[config.mk]
export PLATFORM = sky130hd
export DESIGN_NAME = run_ctrl
export DESIGN_NICKNAME = d
export VERILOG_FILES = /design/src/rtl/run_ctrl_pkg.sv /design/src/rtl/run_ctrl_burst_counter.sv /design/src/rtl/run_ctrl.sv
export SDC_FILE = /design/constraint.sdc
export NUM_CORES = 1
export LEC_CHECK = 0
export CORE_ASPECT_RATIO = 0.6
export CORE_UTILIZATION = 30
export DETAILED_ROUTE_END_ITERATION = 12
export PLACE_DENSITY_LB_ADDON = 0.08
export SETUP_SLACK_MARGIN = 0.1
export SLEW_MARGIN = 20
export SYNTH_ARGS = -nofsm -noshare
export SYNTH_HDL_FRONTEND = slang
export SYNTH_SLANG_ARGS = --single-unit
[constraint.sdc]
create_clock -name clk -period 4.7 [get_ports clk]
set_input_delay 0.94 -clock clk [delete_from_list [all_inputs] [get_ports clk]]
set_output_delay 0.94 -clock clk [all_outputs]
set_load 0.02 [all_outputs]
[src/rtl/run_ctrl_pkg.sv]
// run_ctrl_pkg: shared state type and default widths for the run_ctrl job initiator
package run_ctrl_pkg;
  typedef enum logic [2:0] {IDLE, LOAD, REQ, WAIT, DRAIN, FINISH} state_t;
  localparam int ADDR_W = 8;
  localparam int LEN_W = ADDR_W + 1;
  localparam int DATA_W = 8;
  localparam int TIMER_W = 16;
  localparam logic [TIMER_W-1:0] TO_CYC_DEF = 16'd4000;
endpackage

[src/rtl/run_ctrl_burst_counter.sv]
// burst_counter: base+index address walker with last-word and empty flags
// ports: clk, reset (async active-low), load (latch base/len, zero index),
//        inc (advance index), base, len -> addr (wraps mod 2^AW), last, empty
module burst_counter #(
  parameter int AW = 8
) (
  input  logic          clk,
  input  logic          reset,
  input  logic          load,
  input  logic          inc,
  input  logic [AW-1:0] base,
  input  logic [AW:0]   len,
  output logic [AW-1:0] addr,
  output logic          last,
  output logic          empty
);
  logic [AW-1:0] base_q;
  logic [AW:0] len_q, idx, remaining;
  always_ff @(posedge clk or negedge reset)
    if (!reset) begin
      base_q <= '0;
      len_q <= '0;
      idx <= '0;
    end else if (load) begin
      base_q <= base;
      len_q <= len;
      idx <= '0;
    end else if (inc) idx <= idx + 1'b1;
  assign remaining = len_q - idx;
  assign addr = base_q + idx[AW-1:0];
  assign last = remaining == (AW+1)'(1);
  assign empty = remaining == '0;
endmodule

[src/rtl/run_ctrl.sv]
// run_ctrl: host-side initiator that preloads data memory, pulses core_req, waits for done, drains results
// ports: clk, reset (async active-low); start + ld/rd base/len job descriptor;
//        ld_valid/ld_data/ld_ready load stream; mem_* data-memory host port;
//        core_req/core_done core handshake; out_valid/out_data/out_last/out_ready result stream;
//        busy, timeout_err (sticky), job_done (one-cycle end pulse)
module run_ctrl import run_ctrl_pkg::*; #(
  parameter int AW = ADDR_W,
  parameter int DW = DATA_W,
  parameter int TO_W = TIMER_W,
  parameter logic [TO_W-1:0] TO_CYC = TO_CYC_DEF
) (
  input  logic          clk,
  input  logic          reset,
  input  logic          start,
  input  logic [AW-1:0] ld_base,
  input  logic [AW:0]   ld_len,
  input  logic [AW-1:0] rd_base,
  input  logic [AW:0]   rd_len,
  input  logic          ld_valid,
  input  logic [DW-1:0] ld_data,
  output logic          ld_ready,
  output logic          mem_wr_en,
  output logic [AW-1:0] mem_addr,
  output logic [DW-1:0] mem_wr_dat,
  input  logic [DW-1:0] mem_rd_dat,
  output logic          core_req,
  input  logic          core_done,
  output logic          out_valid,
  output logic [DW-1:0] out_data,
  output logic          out_last,
  input  logic          out_ready,
  output logic          busy,
  output logic          timeout_err,
  output logic          job_done
);
  state_t state, nxt;
  logic [AW-1:0] ld_addr, rd_addr;
  logic ld_last, ld_empty, rd_last, rd_empty;
  logic [TO_W-1:0] to_cnt;
  logic armed, accept, take, fetch, done_ok, to_hit;
  assign accept = state == IDLE && start;
  assign take = out_valid && out_ready;
  // refill the single output slot whenever it is empty or being emptied this cycle
  assign fetch = state == DRAIN && !rd_empty && (!out_valid || out_ready);
  // armed only after core_done has been seen low, so a stale done level is ignored
  assign done_ok = core_done && armed;
  assign to_hit = to_cnt == TO_CYC - 1'b1;
  burst_counter #(.AW(AW)) u_ld (
    .clk(clk), .reset(reset), .load(accept), .inc(mem_wr_en),
    .base(ld_base), .len(ld_len), .addr(ld_addr), .last(ld_last), .empty(ld_empty)
  );
  burst_counter #(.AW(AW)) u_rd (
    .clk(clk), .reset(reset), .load(accept), .inc(fetch),
    .base(rd_base), .len(rd_len), .addr(rd_addr), .last(rd_last), .empty(rd_empty)
  );
  always_ff @(posedge clk or negedge reset)
    if (!reset) state <= IDLE;
    else state <= nxt;
  always_comb begin
    nxt = state;
    busy = state != IDLE;
    ld_ready = 1'b0;
    mem_wr_en = 1'b0;
    mem_addr = '0;
    mem_wr_dat = '0;
    core_req = 1'b0;
    job_done = 1'b0;
    case (state)
      IDLE: nxt = !start ? IDLE : ld_len == '0 ? REQ : LOAD;
      LOAD: begin
        ld_ready = !ld_empty;
        mem_wr_en = ld_valid && !ld_empty;
        mem_addr = ld_addr;
        mem_wr_dat = mem_wr_en ? ld_data : '0;
        nxt = mem_wr_en && ld_last ? REQ : LOAD;
      end
      REQ: begin
        core_req = 1'b1;
        nxt = WAIT;
      end
      WAIT: nxt = done_ok ? (rd_empty ? FINISH : DRAIN) : to_hit ? FINISH : WAIT;
      DRAIN: begin
        mem_addr = rd_addr;
        nxt = take && out_last ? FINISH : DRAIN;
      end
      FINISH: begin
        job_done = 1'b1;
        nxt = IDLE;
      end
      default: nxt = IDLE;
    endcase
  end
  always_ff @(posedge clk or negedge reset)
    if (!reset) begin
      to_cnt <= '0;
      armed <= 1'b0;
      timeout_err <= 1'b0;
    end else begin
      to_cnt <= state == WAIT ? to_cnt + 1'b1 : '0;
      armed <= state == WAIT ? armed || !core_done : 1'b0;
      if (accept) timeout_err <= 1'b0;
      else if (state == WAIT && !done_ok && to_hit) timeout_err <= 1'b1;
    end
  always_ff @(posedge clk or negedge reset)
    if (!reset) begin
      out_valid <= 1'b0;
      out_data <= '0;
      out_last <= 1'b0;
    end else if (fetch) begin
      out_valid <= 1'b1;
      out_data <= mem_rd_dat;
      out_last <= rd_last;
    end else if (take) begin
      out_valid <= 1'b0;
      out_last <= 1'b0;
    end
endmodule

==> results of run 1 <==
## critical path: cells and delay by family, from the launching register on
family | cells | cell delay (ps)
and+or+nand+nor | 5 | 1010
adders and majority gates | 2 | 660
buffers and inverters | 1 | 540
AOI/OAI and AO/OA | 2 | 520
DFF | 1 | 440
## final cells by class
class	count	area share, %
timing repair buffer	93	13.8
clock inverter	7	1.40
multi-input combinational	444	44.0
clock buffer	9	3.41
tap	228	4.31
inverter	30	1.70
sequential	83	31.4
## layer usage
layer	GRT usage [%]	vias to the layer above	wire length [um]
met5	0	-	0
met4	2.49	0	73
met3	4.28	7	878
met2	21.0	124	5150
met1	26.8	2075	7940
li1	-	2172	-
## cell families (layout without fill, tap and decap cells)
kind of cell    count (synthesis)  in the layout  share of synthesized area, %
simple gates                  250            250                          22.8
mux                            21             21                          4.87
fa+ha+maj                      37             37                          9.55
buf+inv                        49            139                          3.95
flops                          83             83                          40.2
compound gates                105            105                          13.4
xor+xnor                       31             31                          5.26
## placed cells by master (no fill, tap or decap), types with 4 or more instances in the layout
cell and count:
a21o_1 8, a21oi_1 27, and2_1 13, and3_1 4, buf_4 7, clkbuf_16 9, clkdlybuf4s50_1 86, dfrtp_1 83
fa_1 4, ha_1 33, inv_1 30, mux2_4 8, mux2i_1 12, nand2_1 132, nand3_1 16, nand4_1 10
nor2_1 31, nor2b_1 5, nor3_1 5, nor3b_1 6, nor4_1 7, o21a_1 7, o21ai_0 19, o21bai_1 4
o22ai_1 8, o31ai_1 4, or3_1 4, xnor2_1 14, xor2_1 17
## where the power goes
group / switching (mW) / total (mW) / internal (mW)
clock network: 0.334 / 0.762 / 0.427
registers: 0.167 / 1.07 / 0.900
logic: 1.18 / 2.13 / 0.948
total: 1.68 / 3.96 / 2.28
## state kept, by name, summed over array words and instances (netlist names)
| register | count |
|---|---|
| to_cnt | 16 |
| u_ld.idx | 9 |
| u_ld.len_q | 9 |
| u_rd.idx | 9 |
| u_rd.len_q | 9 |
| out_data | 8 |
| u_ld.base_q | 8 |
| u_rd.base_q | 8 |
| state | 3 |
| armed | 1 |
| out_last | 1 |
| out_valid | 1 |
| timeout_err | 1 |
## cells in the mapped netlist (8+ instances only)
| master | number | share of area, % |
|---|---|---|
| nand2_1 | 132 | 9.6 |
| dfrtp_1 | 83 | 40 |
| ha_1 | 33 | 8.0 |
| nor2_1 | 32 | 2.3 |
| inv_1 | 30 | 2.2 |
| a21oi_1 | 27 | 2.6 |
| o21ai_0 | 19 | 1.8 |
| xor2_1 | 17 | 2.9 |
| nand3_1 | 16 | 1.6 |
| clkbuf_1 | 14 | 1.0 |
| xnor2_1 | 14 | 2.4 |
| and2_1 | 13 | 1.6 |
| mux2i_1 | 12 | 2.3 |
| nand4_1 | 10 | 1.2 |
| a21o_1 | 8 | 1.2 |
| mux2_4 | 8 | 2.3 |
| o22ai_1 | 8 | 0.97 |
## how the worst min path moves through the flow
| stage | start | end | slack [ps] | cells past startpoint |
|---|---|---|---|---|
| floorplan | to_cnt[0] | to_cnt[0] | 450 | 1 |
| global placement | u_ld.base_q[5] | u_ld.base_q[5] | 470 | 2 |
| detailed placement | u_rd.len_q[7] | u_rd.len_q[7] | 470 | 2 |
| CTS | u_rd.len_q[7] | u_rd.len_q[7] | 490 | 2 |
| global route | u_rd.len_q[7] | u_rd.len_q[7] | 520 | 2 |
| finish | u_rd.len_q[6] | u_rd.len_q[6] | 490 | 2 |
## repair_timing
item	CTS	global route
setup endpoints to repair	8	9
gates resized for setup	2	5
buffers inserted	0	0
==> flow_summary.json, run 1 <==
{
  "cp-end-kind": "primary output",
  "final_cells": 894,
  "syn_area_per_cell_um2": 8.96,
  "firstDrtPassIters": 6,
  "r2r_setup_slack_ps": 990,
  "cts_tree": "done",
  "relSlewSlack_pct": 34.3,
  "routed_wl_um": 14000,
  "slowest_delay_ps": 540,
  "multi_input_area_um2": 2910,
  "fin_ws_ps": 235,
  "power_mw": 3.96,
  "drt_iter0_drc": 327,
  "power_leakage_nw": 2.98,
  "finish.utilization_pct": 40.0,
  "p_per_area_nw_per_um2": 598,
  "path_max_fanout": 11,
  "holdWs_ps": 486,
  "antenna_found_initial": 0,
  "die_w_um": 171,
  "finalSetupTns_ps": 0,
  "die_area_um2": 17800,
  "slew_viol_final": 0,
  "crit_start": "u_ld.idx[0]",
  "dr_total_vias": 4378,
  "ys_ff_latch": 83,
  "die_h_um": 104,
  "cts_root_buffer": "clkbuf_16",
  "yosysSeqAreaShare_pct": 40.2,
  "startpoint_type": "flip-flop",
  "clk_latency_ps": 340,
  "clk_pin_slew_worst_paths_ps": 70,
  "crit_chain": "ha_1 -> fa_1 -> nor2b_2 -> o2111ai_1 -> and3_1 -> o311ai_2 -> and4_2 -> nor2_4 -> and2_1 -> clkdlybuf4s50_1",
  "placed_cells": 878,
  "min_path_type": "reg -> reg",
  "grt.overflow.total": 0,
  "register_area_um2": 2080,
  "status": "completed",
  "drt.antenna.violating_nets": 0,
  "grt_max_degree": 46,
  "n_antenna_cell": 0,
  "synthArstFlopShare_pct": 100,
  "placed_cell_area_um2": 6270,
  "cts_buffers": 9,
  "synth_ff_type": "dfrtp_1",
  "hold_violations": 0,
  "finalCritPeriodShare_pct": 95.0,
  "drt-wirelength-per-cell_um": 15.7,
  "fin_crit_ps": 4460,
  "critPathSlowestCell": "clkdlybuf4s50_1",
  "ir_drop_mv": 0.209,
  "required_ps": 3760,
  "syn_nets": 669,
  "grt_pass1_vias": 4139,
  "r2r_start": "u_rd.idx[0]",
  "clock-skew-final_ps": 9.23,
  "synth_edf_count": 0,
  "portBuffers": 87,
  "worst_slew_pin_slew_ps": 977,
  "start_util_pct": 31.2,
  "syn_area_um2": 5160,
  "nFillCells": 1702,
  "synthCells": 576,
  "cts_max_level": 3,
  "setup_viol": 0,
  "drc": 0,
  "ys.warnings.count": 0,
  "rr_worst_depth": 10,
  "areaGrowthSynthToFinish_pct": 28.1,
  "dpl.hpwl_um": 10700,
  "holdBufCountCts": 0,
  "core_um2": 16500,
  "pre_cts_ws_ps": 353,
  "clock-sinks": 83,
  "nets": 754,
  "cap_violations": 0,
  "max_freq_mhz": 224,
  "synth_cell_types": 62,
  "num_rows": 36,
  "clk_path_buf_depth": 2,
  "gp_congestion": 0.864,
  "fin_area_um2": 6610,
  "rsz0062_at_grt": "no",
  "io_pins": 88,
  "viasPerCell": 4.90,
  "grt_pass1_wl_um": 22400,
  "cp-endpoint": "mem_wr_dat[2]",
  "r2r-end": "u_rd.idx[5]",
  "crit_type": "reg -> out",
  "drive_gt1_share_pct": 6.76,
  "cp.arrival_ps": 3520,
  "grt.total_usage_pct": 16.4
}
Note: power is estimated with default switching activity, not from simulation.
==> inputs of run 2 (changes only) <==
Settings changed: CORE_MARGIN from default to 2.
==> run 2 against run 1 <==
Final cell count increased by 0.67%. Worst hold slack got worse by 5.3 ps. Via count shrank 2.8%. Worst setup slack lost 8.4 ps. Design area up 0.47%. Die area is 3.1% higher. Wire length down 1.2%. Non-clock buffer count is the same. Total power fell by 0.20%.
==> flow_summary.json, run 2 (same netlist as run 1, synthesis figures left out) <==
{
  "slew_viol_final": 0,
  "cp.arrival_ps": 3530,
  "drt.antenna.violating_nets": 0,
  "crit_start": "u_ld.idx[0]",
  "status": "completed",
  "met1_usage_pct": 24.8,
  "drt_iter0_drc": 246,
  "core_um2": 17000,
  "die_h_um": 106,
  "firstDrtPassIters": 5,
  "routed_wl_um": 13900,
  "critical-path-top-delay-family": "simple AND/OR/NAND/NOR gates",
  "use_met3_pct": 3.79,
  "use_met2_pct": 22.0,
  "dr_total_vias": 4255,
  "grt.total_usage_pct": 15.9,
  "crit_chain": "ha_1 -> fa_1 -> nor2b_2 -> o2111ai_1 -> and3_2 -> o311ai_2 -> and4_4 -> nor2_4 -> and2_1 -> clkdlybuf4s50_1",
  "ir_drop_mv": 0.252,
  "start_util_pct": 30.4,
  "cp-end-kind": "primary output",
  "busiest_layer": "met1",
  "num_rows": 37,
  "clock-sinks": 83,
  "finalSetupTns_ps": 0,
  "p_per_area_nw_per_um2": 594,
  "setup_viol": 0,
  "hold_violations": 0,
  "drc": 0,
  "relSlewSlack_pct": 29.1,
  "crit_type": "reg -> out",
  "cts_max_level": 3,
  "startpoint_type": "flip-flop",
  "areaGrowthSynthToFinish_pct": 28.7,
  "max_freq_mhz": 224,
  "io_pins": 88,
  "grt_pass1_vias": 4204,
  "slowest_delay_ps": 530,
  "n_antenna_cell": 0,
  "cap_violations": 0,
  "fin_crit_ps": 4470,
  "drt-wirelength-per-cell_um": 15.4,
  "portBuffers": 87,
  "cts_tree": "done",
  "postCtsSetupBuffers": 0,
  "final_common_cell": "nand2_1",
  "worst_slew_pin_slew_ps": 1060,
  "die_w_um": 173,
  "die_area_um2": 18300,
  "viasPerCell": 4.73,
  "hp-start": "to_cnt[0]",
  "required_ps": 3760,
  "finalCritPeriodShare_pct": 95.2,
  "cts_root_buffer": "clkbuf_16",
  "path_max_fanout": 11,
  "cts_buffers": 9,
  "grt_max_degree": 65,
  "placed_cell_area_um2": 6280,
  "layout_common_cells": "nand2_1, dfrtp_1, clkdlybuf4s50_1",
  "drive_gt1_share_pct": 6.76,
  "gp_congestion": 0.830,
  "clk_latency_ps": 340,
  "rsz0062_at_grt": "yes",
  "clk_path_buf_depth": 2,
  "r2r_start": "u_rd.idx[1]",
  "grt.overflow.total": 0,
  "clock-skew-final_ps": 6.35,
  "holdBufCountCts": 0,
  "nets": 754,
  "largest_register": "to_cnt",
  "fin_area_um2": 6640,
  "dpl.hpwl_um": 10500,
  "grt_pass1_wl_um": 22700,
  "power_leakage_nw": 3.08,
  "critPathSlowestCell": "clkdlybuf4s50_1",
  "antenna_found_initial": 0,
  "clk_pin_slew_worst_paths_ps": 60,
  "min_path_type": "reg -> reg",
  "crit_buf_inv": 1,
  "largest_reg_flops": 16
}
[run 2: routing by layer]
layer	wire, um	up-vias
met5	0	-
met4	91	0
met3	630	7
met2	5340	92
met1	7810	1986
li1	-	2170
[run 2: final cells by class]
cell class / instances / area [um2]
Clock buffer: 10 / 229
Clock inverter: 6 / 88.8
Fill cell: 1709 / 10300
Inverter: 30 / 113
Multi-Input combinational cell: 444 / 2910
Sequential cell: 83 / 2080
Tap cell: 234 / 293
Timing Repair Buffer: 93 / 933
[run 2: timing repair]
item	4_1_cts	5_1_grt
endpoints found under the setup margin	10	10
gates resized for setup	4	13
pin swaps	1	0
[run 2: final timing paths]
path,endpoint,slack [ps],depth (start not counted)
max in group asynchronous,u_rd.idx[4],3200,2
setup reg to reg,u_rd.idx[5],1020,9
hold reg to reg,to_cnt[0],480,1
hold / removal,to_cnt[0],480,1
min in group asynchronous,u_ld.idx[0],720,1
setup / recovery,mem_wr_dat[0],230,10
[run 2: where the power goes]
group	internal, mW	switching [mW]
logic	0.945	1.16
registers	0.901	0.168
clock network	0.467	0.307
total	2.31	1.64
[run 2: per-stage QoR]
| step | setup WS, ps | instances | util, % | hold slack [ps] | power [mW] |
|---|---|---|---|---|---|
| 2_1_floorplan | 971 | 576 | - | 448 | 2.44 |
| 3_3_place_gp | 478 | 884 | 37.0 | 470 | 3.12 |
| 3_5_place_dp | 206 | 884 | 37.0 | 469 | 3.15 |
| 4_1_cts | 124 | 900 | 38.9 | 478 | 3.96 |
| 5_1_grt | 49.1 | 900 | 39.1 | 505 | 4.26 |
| 6_report | 227 | 900 | 39.1 | 481 | 3.95 |
